$ cat config.mk
export PLATFORM = sky130hd
export DESIGN_NAME = piso_serializer
export DESIGN_NICKNAME = d
export VERILOG_FILES = /design/src/rtl/piso_pkg.sv /design/src/rtl/piso_bit_cnt.sv /design/src/rtl/piso_serializer.sv
export SDC_FILE = /design/constraint.sdc
export NUM_CORES = 1
export LEC_CHECK = 0
export CAP_MARGIN = 10
export CORE_UTILIZATION = 49
export DETAILED_ROUTE_END_ITERATION = 7
export GPL_ROUTABILITY_DRIVEN = 0
export PLACE_DENSITY = 0.74
export SLEW_MARGIN = 40
export SYNTH_ARGS = -nofsm -noshare
export SYNTH_HDL_FRONTEND = slang
export SYNTH_SLANG_ARGS = --single-unit
$ cat constraint.sdc
create_clock -name clk -period 1.94 [get_ports clk]
set_input_delay 0.194 -clock clk [delete_from_list [all_inputs] [get_ports clk]]
set_output_delay 0.194 -clock clk [all_outputs]
set_load 0.005 [all_outputs]
$ cat src/rtl/piso_pkg.sv
// Shared definitions for the parallel-in serial-out serializer: FSM encoding and
// the counter-width helper.
package piso_pkg;

    typedef enum logic {
        ST_IDLE  = 1'b0,
        ST_SHIFT = 1'b1
    } state_e;

    // Bits needed to hold the values 0..value-1 (at least 1).
    function automatic int unsigned clog2(input int unsigned value);
        int unsigned result;
        result = 0;
        for (int unsigned v = value - 1; v > 0; v = v >> 1) begin
            result = result + 1;
        end
        if (result == 0) begin
            result = 1;
        end
        return result;
    endfunction

endpackage

$ cat src/rtl/piso_bit_cnt.sv
// Modulo-WIDTH bit counter for the serializer; tc flags the last bit of a word.
module piso_bit_cnt
    import piso_pkg::*;
#(
    parameter int unsigned WIDTH = 4
) (
    input  logic                      clk,
    input  logic                      rst,
    input  logic                      clr,
    input  logic                      en,
    output logic [clog2(WIDTH)-1:0]   cnt,
    output logic                      tc
);

    localparam int unsigned CntW = clog2(WIDTH);

    assign tc = (cnt == CntW'(WIDTH - 1));

    // clr wins over en so a word boundary reload always restarts at bit 0.
    always_ff @(posedge clk or negedge rst) begin
        if (!rst) begin
            cnt <= '0;
        end else if (clr) begin
            cnt <= '0;
        end else if (en) begin
            cnt <= tc ? '0 : cnt + 1'b1;
        end
    end

endmodule

$ cat src/rtl/piso_serializer.sv
// Parallel-in serial-out serializer with a one-word pending buffer so that
// back-to-back words stream out with no idle cycle between them.
module piso_serializer
    import piso_pkg::*;
#(
    parameter int unsigned WIDTH     = 4,
    parameter int unsigned MSB_FIRST = 1
) (
    input  logic             clk,
    input  logic             rst,
    input  logic [WIDTH-1:0] din,
    input  logic             load_valid,
    output logic             load_ready,
    output logic             sout,
    output logic             sout_valid,
    output logic             sof,
    output logic             eof
);

    localparam int unsigned CntW = clog2(WIDTH);

    state_e             state_q;
    logic [WIDTH-1:0]   shreg_q;
    logic [WIDTH-1:0]   pend_q;
    logic               pend_full_q;
    logic               armed_q;
    logic [CntW-1:0]    cnt;
    logic               tc;
    logic               in_shift;
    logic               accept;
    logic               last;
    logic               reload;
    logic [WIDTH-1:0]   shifted;

    assign in_shift   = (state_q == ST_SHIFT);
    // armed_q keeps load_ready low until the first edge after reset release.
    assign load_ready = armed_q && (!in_shift || !pend_full_q);
    assign accept     = load_valid && load_ready;
    assign last       = in_shift && tc;
    assign reload     = (!in_shift && accept) || (last && (pend_full_q || accept));

    // Zero fill means the register drains to all-zero when a frame ends idle.
    assign shifted = (MSB_FIRST != 0) ? {shreg_q[WIDTH-2:0], 1'b0}
                                      : {1'b0, shreg_q[WIDTH-1:1]};

    assign sout       = (MSB_FIRST != 0) ? shreg_q[WIDTH-1] : shreg_q[0];
    assign sout_valid = in_shift;
    assign sof        = in_shift && (cnt == '0);
    assign eof        = last;

    piso_bit_cnt #(
        .WIDTH (WIDTH)
    ) u_bit_cnt (
        .clk (clk),
        .rst (rst),
        .clr (reload),
        .en  (in_shift),
        .cnt (cnt),
        .tc  (tc)
    );

    always_ff @(posedge clk or negedge rst) begin
        if (!rst) begin
            state_q     <= ST_IDLE;
            shreg_q     <= '0;
            pend_q      <= '0;
            pend_full_q <= 1'b0;
            armed_q     <= 1'b0;
        end else begin
            armed_q <= 1'b1;
            unique case (state_q)
                ST_IDLE: begin
                    if (accept) begin
                        shreg_q <= din;
                        state_q <= ST_SHIFT;
                    end
                end
                ST_SHIFT: begin
                    if (last) begin
                        if (pend_full_q) begin
                            shreg_q     <= pend_q;
                            pend_full_q <= 1'b0;
                        end else if (accept) begin
                            shreg_q <= din;
                        end else begin
                            shreg_q <= shifted;
                            state_q <= ST_IDLE;
                        end
                    end else begin
                        shreg_q <= shifted;
                        if (accept) begin
                            pend_q      <= din;
                            pend_full_q <= 1'b1;
                        end
                    end
                end
                default: state_q <= ST_IDLE;
            endcase
        end
    end

endmodule

**After elaboration in Yosys (flattened, before gate mapping)**

Cells that the tools add are included.
Widths: inputs -> output; s select.

- Register bits after elaboration: 13
- Latch bits: 0
- Memory bits (writable): 0
- Memory bits (read-only): 0
- Input bits: 7
- Output and inout bits: 5
- Word-level logic and storage cells: 41
- Memories kept: 0

- Add/subtract/negate cells: 1
- Multiply operators: 0
- Div/mod/pow operators: 0
- $lt $le $gt $ge: 0
- Equal/unequal tests: 2
- Shift-type cells: 0
- Muxes and demuxes: 14
- Bitwise logic cells: 2
- Reductions and logical operators: 16

Operator list:

| kind | number |
|---|---|
| $mux 4 | 4 |
| $pmux 4 s2 | 1 |
| $logic_and 1x1->1 | 6 |
| $mux 2 | 3 |
| $mux 1 | 5 |
| $reduce_bool 2->1 | 2 |
| $logic_or 1x1->1 | 3 |
| $reduce_and 3->1 | 1 |
| $add 2x1->2 const B | 1 |
| $eq 2x2->1 const B | 1 |
| $logic_not 1->1 | 2 |
| $logic_not 2->1 | 1 |
| $ne 2x2->1 const B | 1 |
| $not 1->1 | 2 |
| $pmux 1 s2 | 1 |
| $reduce_and 2->1 | 1 |

**Logic depth before layout (Yosys ltp)**

- Depth after elaboration: 8
- Mapped depth: 5
- Gate-level depth less buffers: 4

**By module**

A second synthesis with hierarchy kept.

- Cell total of the unflattened synthesis: 64
- Area, all modules: 669.4 µm²

By module, submodules not included:

| module | instances | cells each | area each (µm²) | seq. area each (µm²) |
|---|---|---|---|---|
| piso_serializer | 1 | 56 | 569.3 | 275.3 |
| piso_bit_cnt | 1 | 8 | 100.1 | 50.0 |

**Worst setup path before layout**

OpenSTA, ideal clock, no wires.

- Kind: reg-to-reg
- Start: register u_bit_cnt.cnt[0]
- End: register pend_q[0]
- Setup time: 0.125 ns
- Arrival time: 1.338 ns
- Required time: 1.815 ns
- Setup slack: 0.477 ns
- Cell stages (with the launch flop): 5
- Path buffers: 0
- Period minus slack after synthesis: 1.463 ns
- Path through: dfrtp_1 -> ha_1 -> nand2b_1 -> nor3_4 -> mux2_2

- Longest elaborated chain between the ends: 4

Ends and longest elaborated chain:

| element | RTL line | RTL |
|---|---|---|
| start, declared | piso_bit_cnt.sv:11 | `output logic [clog2(WIDTH)-1:0] cnt,` |
| start signal, assigned | piso_bit_cnt.sv:26 | `cnt <= tc ? '0 : cnt + 1'b1;` |
| $eq 2x2->1 | piso_bit_cnt.sv:17 | `assign tc = (cnt == CntW'(WIDTH - 1));` |
| $logic_and 1x1->1 | piso_serializer.sv:39 | `assign last = in_shift && tc;` |
| $not 1->1 (no line) | - |  |
| $reduce_and 3->1 (no line) | - |  |
| end signal, assigned | piso_serializer.sv:92 | `pend_q <= din;` |
| end, declared | piso_serializer.sv:24 | `logic [WIDTH-1:0] pend_q;` |

No other way between the ends.
A chain may end at the register's enable or synchronous reset.

**Worst setup path after layout**

- Start: register u_bit_cnt.cnt[0]
- End: output eof

- Longest elaborated chain between the ends: 2

Ends and longest elaborated chain:

| element | RTL line | RTL |
|---|---|---|
| $eq 2x2->1 | piso_bit_cnt.sv:17 |  |
| $logic_and 1x1->1 | piso_serializer.sv:39 |  |
| end, declared | piso_serializer.sv:17 | `output logic eof` |

No other way between the ends.

==> results.json <==
{
  "wl_um": 1390,
  "clk_pin_slew_ps": 70,
  "cts.sinks": 13,
  "synthesis.nets": 78,
  "antenna_found_initial": 0,
  "power.leakage_uw": 0.000360,
  "ys_async_sr_fraction": 1.00,
  "hold_viol": 0,
  "slew_viol_final": 0,
  "drive_gt1_frac": 0.146,
  "cp_max_fo": 6,
  "cp.arrival_ps": 1610,
  "rrSetupSlack_ps": 390,
  "ys_seq_area_frac": 0.463,
  "hold_path_class": "in -> async",
  "post_drt_wl_per_cell_um": 14.3,
  "end_kind": "output pin",
  "rsz0062_at_grt": "false",
  "rr_worst_depth": 4,
  "syn_area_um2": 702,
  "io_buffer_count": 11,
  "grt_pass1_vias": 518,
  "power_density_mw_per_mm2": 1390,
  "cts_htree_levels": 1,
  "drt_iter0_drc": 17,
  "initial_core_util": 0.533,
  "diodes": 0,
  "mostFrequentLayoutCells": "dfrtp_1, clkdlybuf4s50_1, nand2_1",
  "r2r-start": "u_bit_cnt.cnt[0]",
  "track_usage": 0.237,
  "grt_max_degree": 14,
  "num_vias": 568,
  "avgSynthCellArea_um2": 10.2,
  "insertion_delay_ps": 270,
  "drc": 0,
  "ys_types": 26,
  "cts_setup_buffers": 0,
  "pin_count": 12,
  "synthToLayoutAreaGrowth_pct": 21.9,
  "cp-start-kind": "flip-flop",
  "synth_cells": 69,
  "postRouteAntennaNets": 0,
  "core_mm2": 0.00132,
  "drtPass1Iterations": 4,
  "final_util": 0.650,
  "cts_buffer_depth": 2,
  "crit_required_ps": 1750,
  "relSlewSlack": 0.622,
  "cts_tree": "done",
  "grt-ovfl-total": 0,
  "grt_pass1_wl_um": 2350,
  "nNetsFinal": 92,
  "criticalPathCategory": "reg -> out",
  "period_needed_ps": 1810,
  "synth_warnings": 0,
  "numCtsBuffers": 3,
  "setup_violations": 0,
  "dpl.hpwl_um": 1060,
  "ys_seq_elements": 13,
  "postCtsHoldBufs": 0,
  "die_h_um": 39.9,
  "period_share": 0.931,
  "vias_per_cell": 5.86,
  "rows": 13,
  "synth-edff-count": 0,
  "maxCapViolations": 0,
  "holdWs_ps": 285,
  "vdd_drop_max_v": 0.000774,
  "layout_commonest_cell": "dfrtp_1",
  "die-area_mm2": 0.00159,
  "setup_tns_ps": 0,
  "die_w_um": 39.9,
  "r2r-end": "pend_q[2]",
  "root_buffer": "clkbuf_4",
  "clock_skew_ps": 0.327,
  "fmax_mhz": 554,
  "ys.flop_type": "dfrtp_1",
  "status": "finished clean",
  "worst_slew_pin_slew_ps": 565
}
-- worst max-delay path: stages, from the launching register on --
cell and delay (ps):
dfrtp_1 390, ha_2 250, and2_2 200, clkdlybuf4s50_1 500
-- what timing repair did --
| item | in CTS | in global routing |
|---|---|---|
| endpoints found under the hold margin | 0 | 0 |
| endpoints found under the setup margin | 0 | 1 |
| gates resized for setup | 0 | 2 |
-- metrics by stage --
stage,total power [µW],instance area [µm²],worst slack [ps],instances
after floorplan,831,702,477,69
after global placement,1010,826,283,93
after detailed placement,1030,826,227,93
after CTS,1190,852,35.6,97
after global routing,1290,856,0.563,97
final,1190,856,135,97
-- cell type report --
| cell class | count | area [µm²] |
|---|---|---|
| inverter | 5 | 18.8 |
| timing repair buffer | 12 | 118 |
| clock buffer | 4 | 26.3 |
| tap | 15 | 18.8 |
| multi-input combinational | 48 | 349 |
| fill | 109 | 462 |
| sequential | 13 | 325 |
-- how the worst max path moves through the flow --
| stage | startpoint | endpoint | slack, ps | cells past startpoint |
|---|---|---|---|---|
| floorplan | u_bit_cnt.cnt[0] | pend_q[0] | 480 | 4 |
| global placement | load_valid | pend_q[0] | 280 | 4 |
| CTS | u_bit_cnt.cnt[0] | eof | 40 | 3 |
| detailed placement | load_valid | pend_q[2] | 230 | 4 |
| global route | u_bit_cnt.cnt[0] | eof | 0.6 | 3 |
| finish | u_bit_cnt.cnt[0] | eof | 130 | 3 |
-- sequential cells by signal, summed over array words and instances (netlist names) --
name	cells
sout_valid	1
u_bit_cnt.cnt	2
shreg_q	4
armed_q	1
pend_q	4
pend_full_q	1
-- routing by layer --
layer / track usage / routed length (µm) / up-vias
li1: - / - / 281
met1: 0.304 / 664 / 274
met2: 0.365 / 655 / 13
met3: 0.102 / 67 / 0
met4: 0.0517 / 0 / 0
met5: 0 / 0 / -
-- report_power, final --
group / internal (µW) / switching, µW / total, µW / leakage [µW]
clock: 79.6 / 80.0 / 160 / 0.0000150
combinational: 287 / 224 / 511 / 0.000188
sequential: 392 / 124 / 516 / 0.000157
-- logic make-up (layout without fill, tap and decap cells) --
kind of cell | after synthesis | in the layout | share of synthesized area
and+or+nand+nor | 21 | 21 | 0.193
AOI/OAI and AO/OA | 20 | 20 | 0.194
DFF | 13 | 13 | 0.463
buffers and inverters | 8 | 21 | 0.0446
muxes | 4 | 4 | 0.0642
adders and majority gates | 2 | 2 | 0.0356
other | 1 | 1 | 0.00534
-- synth_stat cells, drive strengths merged (2+ instances only) --
master / count / share of area
clkbuf: 2 / 0.011
nor3: 4 / 0.045
a31oi: 3 / 0.027
inv: 5 / 0.027
and2: 3 / 0.027
mux2: 4 / 0.064
a21oi: 2 / 0.014
dfrtp: 13 / 0.46
ha: 2 / 0.036
o221ai: 3 / 0.037
nand2: 7 / 0.041
o211ai: 3 / 0.032
o21ai: 5 / 0.036
and4b: 3 / 0.043
No activity file was read; power rests on OpenSTA's default activity.
==> patch, RTL diff (same flow settings) <==
Change the parameter `MSB_FIRST` from 1 to 0.
--- a/src/rtl/piso_serializer.sv
+++ b/src/rtl/piso_serializer.sv
@@ -4,7 +4,7 @@
     import piso_pkg::*;
 #(
     parameter int unsigned WIDTH     = 4,
-    parameter int unsigned MSB_FIRST = 1
+    parameter int unsigned MSB_FIRST = 0
 ) (
     input  logic             clk,
     input  logic             rst,
Check against the original RTL: not equivalent (Yosys sat finds a counterexample within 4 cycles, from zero or initial values and one cycle with rst low).
==> patch against the unedited design <==
  * Synthesized cell count is the same
  * Worst setup slack worse by 0.030 ns
  * Sequential cell count stayed put
  * Worst hold slack improved by 0.0036 ns
  * Combinational power fell by 5.7%
  * Count of clock-buffer cells in the layout unchanged
  * Critical path depth unchanged
  * Cell count fell by 1.0%
  * Design area decreased by 0.88%
  * Power shrank 2.4%
  * Wire length up 4.5%
  * Synthesized area grew 1.2%
==> patch: results (changes against the unedited design) <==
[global_route] met3 track utilization from global routing 6.67% [-3.6 points]
[yosys] syn_area_per_cell 10.3 um2 [+1.2%]
[global_route] met2 Resource Use GR 37.9% [+1.4 points]
[global_route] gr usage total 23.0% [-0.71 points]
[yosys] Post-Synthesis Net Count 78 [unchanged]
[layout] # fillers 105 [-3.7%]
[drt] Via-to-Cell Ratio 6.30 [+7.6%]
[placed_design] hpwl dp 1040 um [-1.7%]
[drt] initial detailed-routing violation count 30 [+13]
[clocking] clock-pin transition on the worst setup and hold timing paths 0.08 ns
[yosys] ranking of synthesized cells by area sky130_fd_sc_hd__dfrtp_1 (46%), sky130_fd_sc_hd__mux2_2 (6.3%), sky130_fd_sc_hd__a21boi_0 (4.2%), sky130_fd_sc_hd__a21oi_1 (3.5%), sky130_fd_sc_hd__ha_1 (3.5%)
[yosys] portion of the post-synthesis area used by sequential elements 45.8% [-0.57 points]
[drt] final routed wire length divided by cell count 15.1 um [+5.6%]
[layout] net total in the final layout 91 [-1.1%]
[yosys] ranking of synthesized cells by instance count sky130_fd_sc_hd__dfrtp_1 (13), sky130_fd_sc_hd__a21oi_1 (5)
[timing] Clock Skew 0.00269 ns [+0.00237 ns]
[pwr] Internal 743 uW [-2.1%]
[clocking] buffer type at the clock tree root sky130_fd_sc_hd__clkbuf_4
[pwr] standby leakage power 0.346 nW [-3.9%]
[pwr] Peak VDD IR 666 uV [-14%]
[clocking] number of setup buffers added after CTS 0 [unchanged]
[placed_design] placed insts 92 [-1.1%]
[placed_design] Placement Setup Slack 0.201 ns [-0.0259 ns]
[timing] Slew headroom 60.0% [-2.2 points]
[yosys] post-synthesis cell type count 27 [+3.8%]
[placed_design] Port Buffer Count 11 [unchanged]
[global_route] vias in the first global route 539 [+4.1%]
[min_path] Hold WC Path Type in2async
[yosys] share of flip-flops with an asynchronous set or reset 100% [unchanged]
[clocking] number of gates resized after CTS 0 [unchanged]
[layout] Seq. cell area 327 um2 [+0.38%]
[run_status] status completed
[placed_design] Placed Area 818 um2 [-0.91%]
[layout] Final Non-Filler Cells 96 [-1.0%]
[setup_path] worst endpoint data arrival time 1.64 ns [+0.03 ns]
[setup_path] CP max stage delay 0.52 ns [+0.02 ns]
[drt] total iterations of the first detailed-routing run 4 [unchanged]
[global_route] routing usage on met1 27.1% [-3.3 points]
[layout] share of final-layout standard cells stronger than drive strength 1 19.8% [+5.1 points]
==> patch: changes by cell type in the layout (fill, tap and decap cells not counted), sizes merged, moves of 2 or more <==
cell	change
nor3	-2
a21boi	+3
a31oi	-2
o311ai	+2
o221ai	-3
nand2b	+3
a21oi	+3
nand2	-3
and3	+2
nand3	+4
inv	-2
and4b	-3
==> patch: worst paths after layout <==
| check | depth (start not counted) | end | slack [ns] |
|---|---|---|---|
| min in group clk | 1 | pend_q[0] | 0.50 |
| setup / recovery | 3 | eof | 0.10 |
| hold / removal | 1 | pend_full_q | 0.29 |
| setup reg to reg | 4 | pend_q[2] | 0.41 |
| max in group asynchronous | 1 | sout_valid | 1.23 |
| hold reg to reg | 1 | pend_q[0] | 0.50 |
==> patch: area by class of cell <==
cell class                      count  share of cell area (%)
Clock buffer                        4                    3.10
Sequential cell                    13                    38.5
Timing Repair Buffer               12                    13.9
Inverter                            3                    1.33
Tap cell                           15                    2.21
Multi-Input combinational cell     49                    41.0
==> patch: per-layer routing <==
metal  vias to the layer above  share of wire, %
li1                        277                 -
met1                       288                41
met2                        36                50
met3                         4               7.0
met4                         0               1.3
met5                         -                 0
==> patch: kinds of logic (layout without fill, tap and decap cells) <==
kind of cell,after synthesis,count (layout),share of synthesized area (%)
AOI/OAI and AO/OA,22,22,21.0
adders and majority gates,2,2,3.52
muxes,4,4,6.34
buffers and inverters,7,19,5.63
and+or+nand+nor,20,20,17.3
DFF,13,13,45.8
other,1,1,0.528
==> patch: power groups by stage <==
stage / clock network [mW] / logic (mW) / registers, mW
floorplan: 0 / 0.349 / 0.454
global placement: 0 / 0.466 / 0.504
detailed placement: 0 / 0.480 / 0.508
CTS: 0.172 / 0.481 / 0.502
global route: 0.188 / 0.540 / 0.520
finish: 0.173 / 0.482 / 0.503
